`src/rtl/mmio_uart_pkg.sv`:
```
// Shared constants for the memory-mapped UART transmit controller:
// default register addresses, control bit positions and FSM encoding.
package mmio_uart_pkg;

  localparam logic [31:0] DATA_ADDR_DEFAULT = 32'h0000_0100;
  localparam logic [31:0] CTRL_ADDR_DEFAULT = 32'h0000_0101;

  localparam int CTRL_EN      = 0;
  localparam int CTRL_CLR_OVF = 1;
  localparam int CTRL_FLUSH   = 2;
  localparam int CTRL_CLR_CNT = 3;

  localparam logic [0:0] IDLE = 1'b0;
  localparam logic [0:0] SEND = 1'b1;

endpackage

```
`src/rtl/mmio_uart_ctrl_sync_fifo.sv`:
```
// Small synchronous FIFO with flush; head data is read combinationally.
// Occupancy is tracked in a level counter that also drives full/empty.
module sync_fifo #(
  parameter int WIDTH = 8,
  parameter int AW    = 3
) (
  input  logic             clk,
  input  logic             rst,
  input  logic             push,
  input  logic             pop,
  input  logic             flush,
  input  logic [WIDTH-1:0] wdata,
  output logic [WIDTH-1:0] rdata,
  output logic [AW:0]      level,
  output logic             full,
  output logic             empty
);

  localparam int            DEPTH    = 1 << AW;
  localparam logic [AW-1:0] PTR_ONE  = AW'(1);
  localparam logic [AW:0]   LVL_ONE  = (AW + 1)'(1);
  localparam logic [AW:0]   LVL_FULL = (AW + 1)'(DEPTH);

  logic [WIDTH-1:0] mem_q [DEPTH];
  logic [AW-1:0]    wr_ptr_q, rd_ptr_q;
  logic [AW:0]      level_q;
  logic             do_push, do_pop;

  assign empty   = (level_q == '0);
  assign full    = (level_q == LVL_FULL);
  assign do_pop  = pop && !empty;
  // A full FIFO still accepts a byte when the head leaves on the same edge.
  assign do_push = push && !flush && (!full || do_pop);

  assign rdata = mem_q[rd_ptr_q];
  assign level = level_q;

  always_ff @(posedge clk) begin
    if (do_push) begin
      mem_q[wr_ptr_q] <= wdata;
    end
  end

  always_ff @(posedge clk) begin
    if (rst || flush) begin
      wr_ptr_q <= '0;
      rd_ptr_q <= '0;
      level_q  <= '0;
    end else begin
      if (do_push) wr_ptr_q <= wr_ptr_q + PTR_ONE;
      if (do_pop)  rd_ptr_q <= rd_ptr_q + PTR_ONE;
      case ({do_push, do_pop})
        2'b10:   level_q <= level_q + LVL_ONE;
        2'b01:   level_q <= level_q - LVL_ONE;
        default: level_q <= level_q;
      endcase
    end
  end

endmodule

```
`src/rtl/mmio_uart_ctrl.sv`:
```
// MMIO UART transmit controller: store-bus decode, TX FIFO and byte sequencer.
// Define MMIO_UART_STATS_EN to add the tx_count handshake counter.
module mmio_uart_ctrl
  import mmio_uart_pkg::*;
#(
  parameter logic [31:0] DATA_ADDR = DATA_ADDR_DEFAULT,
  parameter logic [31:0] CTRL_ADDR = CTRL_ADDR_DEFAULT,
  parameter int          FIFO_AW   = 3
) (
  input  logic               clk,
  input  logic               rst,
  input  logic [31:0]        mem_addr,
  input  logic [31:0]        mem_data,
  input  logic               mem_we,
  output logic [7:0]         tx_data,
  output logic               tx_valid,
  input  logic               tx_ready,
  output logic [FIFO_AW:0]   fifo_level,
  output logic               overflow,
  output logic               tx_en
`ifdef MMIO_UART_STATS_EN
  ,
  output logic [15:0]        tx_count
`endif
);

  logic       data_wr, ctrl_wr, flush, can_pop, pop, drop;
  logic [7:0] fifo_rdata;
  logic       fifo_full, fifo_empty;
  logic [0:0] state_q, state_d;
  logic [7:0] tx_data_q, tx_data_d;
  logic       tx_en_q, tx_en_d;
  logic       overflow_q, overflow_d;
  logic       unused_data_hi;

  assign unused_data_hi = ^mem_data[31:8];

  assign data_wr = mem_we && (mem_addr == DATA_ADDR);
  assign ctrl_wr = mem_we && (mem_addr == CTRL_ADDR);
  assign flush   = ctrl_wr && mem_data[CTRL_FLUSH];
  // A flush in the same cycle wins over fetching a new byte from the FIFO.
  assign can_pop = tx_en_q && !fifo_empty && !flush;
  assign drop    = data_wr && !flush && fifo_full && !pop;

  sync_fifo #(
    .WIDTH (8),
    .AW    (FIFO_AW)
  ) u_fifo (
    .clk   (clk),
    .rst   (rst),
    .push  (data_wr),
    .pop   (pop),
    .flush (flush),
    .wdata (mem_data[7:0]),
    .rdata (fifo_rdata),
    .level (fifo_level),
    .full  (fifo_full),
    .empty (fifo_empty)
  );

  always_comb begin
    state_d   = state_q;
    tx_data_d = tx_data_q;
    pop       = 1'b0;
    case (state_q)
      IDLE: begin
        if (can_pop) begin
          pop       = 1'b1;
          tx_data_d = fifo_rdata;
          state_d   = SEND;
        end
      end
      default: begin
        if (tx_ready) begin
          if (can_pop) begin
            pop       = 1'b1;
            tx_data_d = fifo_rdata;
          end else begin
            state_d = IDLE;
          end
        end
      end
    endcase
  end

  always_comb begin
    tx_en_d    = ctrl_wr ? mem_data[CTRL_EN] : tx_en_q;
    overflow_d = overflow_q;
    if (ctrl_wr && mem_data[CTRL_CLR_OVF]) overflow_d = 1'b0;
    if (drop) overflow_d = 1'b1;
  end

  always_ff @(posedge clk) begin
    if (rst) begin
      state_q    <= IDLE;
      tx_data_q  <= '0;
      tx_en_q    <= 1'b1;
      overflow_q <= 1'b0;
    end else begin
      state_q    <= state_d;
      tx_data_q  <= tx_data_d;
      tx_en_q    <= tx_en_d;
      overflow_q <= overflow_d;
    end
  end

  assign tx_data  = tx_data_q;
  assign tx_valid = (state_q == SEND);
  assign tx_en    = tx_en_q;
  assign overflow = overflow_q;

`ifdef MMIO_UART_STATS_EN
  logic [15:0] tx_count_q, tx_count_d;

  always_comb begin
    tx_count_d = tx_count_q;
    if (ctrl_wr && mem_data[CTRL_CLR_CNT]) tx_count_d = '0;
    else if (tx_valid && tx_ready)         tx_count_d = tx_count_q + 16'd1;
  end

  always_ff @(posedge clk) begin
    if (rst) tx_count_q <= '0;
    else     tx_count_q <= tx_count_d;
  end

  assign tx_count = tx_count_q;
`endif

endmodule

```
`config.mk`:
```
export PLATFORM = sky130hd
export DESIGN_NAME = mmio_uart_ctrl
export DESIGN_NICKNAME = d
export VERILOG_FILES = /design/src/rtl/mmio_uart_pkg.sv /design/src/rtl/mmio_uart_ctrl_sync_fifo.sv /design/src/rtl/mmio_uart_ctrl.sv
export SDC_FILE = /design/constraint.sdc
export NUM_CORES = 1
export LEC_CHECK = 0
export ABC_AREA = 1
export BUFFER_PORTS_ARGS = -buffer_cell sky130_fd_sc_hd__buf_2
export CORE_AREA = 2 2 78 117
export CTS_CLUSTER_DIAMETER = 150
export DETAILED_ROUTE_END_ITERATION = 7
export DIE_AREA = 0 0 80 119
export GPL_ROUTABILITY_DRIVEN = 0
export PLACE_DENSITY = 0.66
export SLEW_MARGIN = 20
export SYNTH_ARGS = -nofsm -noshare
export SYNTH_HDL_FRONTEND = slang
export SYNTH_SLANG_ARGS = --single-unit
```
`constraint.sdc`:
```
create_clock -name clk -period 3.4 [get_ports clk]
set_input_delay 0.68 -clock clk [delete_from_list [all_inputs] [get_ports clk]]
set_output_delay 0.68 -clock clk [all_outputs]
set_load 0.01 [all_outputs]
```
==> impl_metrics.csv <==
group,metric,value,unit
cts,cts_made_buffers,9,
worst_setup_path,cp-start-kind,"primary input",
synthesis,ys_seq_elements,88,
power,netSwitchingPower,1.00,mW
timing,rsz0062_at_grt,"no",
cts,clkSlewWorstSetupHoldPaths,0.06,ns
worst_setup_path,critPathKind,"primary input to register",
run_status,outcome,"complete, no violations",
cts,cts_setup_buffers,0,
placement,place_inst,524,
floorplan,die_area,9520,sq um
detailed_routing,vias_per_cell,5.16,
global_routing,grt_pass1_vias,2790,
final_layout,area_growth,19.0,%
power,clkPwrFrac,0.282,
cts,ctsResizeCount,0,
cts,cts_root_buffer,"clkbuf_16",
cts,cts_tree,"yes",
synthesis,seq_area_frac_synth,0.639,
power,seqPwrFrac,0.415,
global_routing,grt_max_degree,34,
run,maxCapViolCount,0,
timing,min_period,2.58,ns
detailed_routing,drtPass1Iterations,4,
floorplan,die_y,119,microns
global_routing,overflow,0,
placement,dp_hpwl,5540,microns
timing,max_slew.worst_pin.slew,1.01,ns
timing,finalSetupViolations,0,
floorplan,die_width,80,microns
timing,hold_violations,0,
detailed_routing,drcViolationCount,0,
synthesis,synth_cell_types,32,
worst_setup_path,cp_data_required_time,3.63,ns
cts,cts.path.max_buffers,2,
power,powerDensity,685,nW/um^2
synthesis,netlist_instances,357,
final_layout,antenna_cells,0,
worst_setup_path,worstPathMaxFanout,7,
final_layout,final_layout_size_suffix_gt1_frac,0.237,
synthesis,syn_avg_cell_area,10.5,sq um
global_routing,grt_antenna_before_repair,0,
power,leakagePower,1.74,nW
worst_setup_path,endpoint_kind,"register",
synthesis,syn_area,3760,sq um
detailed_routing,drtIter0Drc,191,
cts,cts_sinks,88,
worst_setup_path,reg2reg_depth,15,
floorplan,start_util,0.436,
power,combPwrFrac,0.303,
final_layout,fin_nets,498,
power,vdd_ir_drop_max,553,uV
timing,max_slew_margin,0.329,
timing,max_freq,0.388,GHz
floorplan,row_count,42,
synthesis,synth_fp_nets,430,
timing,fin_worst_skew,0.00985,ns
global_routing,grt_pass1_wl,13000,microns
timing,whs,0.476,ns
detailed_routing,wl_per_cell,14.7,microns
timing,tns,0,ns
detailed_routing,num_vias,2784,
min_path,holdPathStages,2,
floorplan,core_area,8620,sq um
cts,clk_latency,0.34,ns
cts,h-tree-depth,3,
timing,finalMaxSlewViolations,0,
timing,finalCritPeriodShare,0.759,
timing,layout_setup_ws,0.820,ns
placement,pre_cts_slack,0.445,ns
min_path,min_path_type,"register to register",
placement,portBuffers,58,
final_layout,final_cells,540,
floorplan,ioPinCount,83,
global_routing,grt_usage,0.182,
detailed_routing,detail-route-antenna-nets,0,
power,internal-power,2.06,mW
worst_setup_path,crit_arrival,2.81,ns
power,switching_share,0.326,
cts,cts-hold-fix-buffers,0,
synthesis,yosysWarnings,0,
detailed_routing,wl,7960,microns
synthesized netlist by cell type:
master | number | area share
a211oi_1 | 1 | 0.0020
a21boi_1 | 1 | 0.0020
a21oi_1 | 10 | 0.013
a31oi_1 | 8 | 0.013
buf_1 | 2 | 0.0020
buf_6 | 2 | 0.0060
clkbuf_1 | 9 | 0.0090
clkinv_1 | 1 | 0.0010
dfxtp_1 | 24 | 0.13
edfxtp_1 | 64 | 0.51
fa_1 | 1 | 0.0053
ha_1 | 4 | 0.013
inv_1 | 24 | 0.024
inv_2 | 4 | 0.0040
nand2_1 | 49 | 0.049
nand2_2 | 5 | 0.0083
nand3_1 | 8 | 0.011
nand3_2 | 1 | 0.0027
nand3_4 | 2 | 0.0093
nand4_1 | 2 | 0.0033
nand4_2 | 1 | 0.0033
nor2_1 | 71 | 0.071
nor2_2 | 4 | 0.0067
nor2_4 | 2 | 0.0060
nor3_1 | 10 | 0.013
nor4_1 | 1 | 0.0017
nor4b_1 | 1 | 0.0023
o21ai_0 | 26 | 0.035
o32ai_1 | 16 | 0.037
or2_2 | 1 | 0.0017
xnor2_1 | 1 | 0.0023
xor2_1 | 1 | 0.0023
logic make-up (layout without fill, tap and decap cells):
logic type / after synthesis / count (layout) / synth area share
buffers and inverters: 42 / 115 / 0.0459
XOR/XNOR: 2 / 2 / 0.00466
adder cells (fa/ha/maj): 5 / 5 / 0.0186
AND/OR/NAND/NOR: 158 / 158 / 0.189
AO/OA/AOI/OAI: 62 / 62 / 0.103
flip-flops: 88 / 88 / 0.639
registers in the layout, summed over array words and instances, names as in the netlist, named ones only:
signal / flops
tx_en: 1
tx_valid: 1
u_fifo.mem_q: 64
tx_data: 8
u_fifo.wr_ptr_q: 3
overflow: 1
u_fifo.level: 4
u_fifo.rd_ptr_q: 3
power by group through the flow:
stage	Sequential, mW	Combinational, mW	Clock [mW]
final	1.27	0.927	0.865
after global routing	1.28	1.05	0.930
after detailed placement	1.29	0.936	0
after global placement	1.29	0.904	0
after CTS	1.27	0.939	0.887
after floorplan	1.32	0.703	0
final timing paths:
path	start	end	slack, ns
max	mem_addr[11]	u_fifo.level[3]$_SDFFE_PP0P_	0.82
min reg2reg	overflow$_SDFFE_PP0P_	overflow$_SDFFE_PP0P_	0.48
max reg2reg	u_fifo.level[1]$_SDFFE_PP0P_	u_fifo.level[3]$_SDFFE_PP0P_	1.13
min	overflow$_SDFFE_PP0P_	overflow$_SDFFE_PP0P_	0.48
metrics by stage:
step                       util  total power [mW]  cell area, sq um
after floorplan               -              2.02              3760
after global placement    0.489              2.20              4210
after detailed placement  0.489              2.23              4210
after CTS                 0.519              3.10              4470
after global routing      0.519              3.26              4470
final                     0.519              3.06              4470
worst max-delay path, cell delays in order:
cell,delay (ns)
buf_2,0.10
nor2_1,0.11
nand4_1,0.23
nor2_4,0.23
nand3_4,0.11
nand3_4,0.11
inv_2,0.05
nand2_2,0.10
inv_1,0.07
ha_1,0.32
nand2_1,0.08
nor2_1,0.04
a211oi_1,0.23
nand2_1,0.09
nand2_1,0.09
nand3_1,0.06
nand2_1,0.06
nor2_1,0.04
area by class of cell:
class	instances	area, sq um
Tap cell	110	138
Sequential cell	88	2400
Multi-Input combinational cell	227	1180
Clock inverter	3	21.3
Inverter	29	109
Fill cell	799	4140
Timing Repair Buffer	70	380
Clock buffer	13	240
cell usage in the layout, fill, tap and decap left out, types with 8 or more instances in the layout:
cell       synthesis  routed
a21oi_1           10      10
buf_4              0      12
a31oi_1            8       8
nand3_1            8       8
nand2_1           49      49
nor2_1            71      71
buf_2              0      58
inv_1             24      24
nor3_1            10      10
o21ai_0           26      26
edfxtp_1          64      64
o32ai_1           16      16
dfxtp_1           24      24
clkbuf_16          0       9
routing by layer:
| metal | up-vias | track usage | wire, microns |
|---|---|---|---|
| met5 | - | 0 | 0 |
| li1 | 1381 | - | - |
| met1 | 1304 | 0.208 | 3300 |
| met2 | 80 | 0.317 | 4060 |
| met3 | 19 | 0.0303 | 329 |
| met4 | 0 | 0.101 | 260 |
Power figures use the tool's default switching activity.
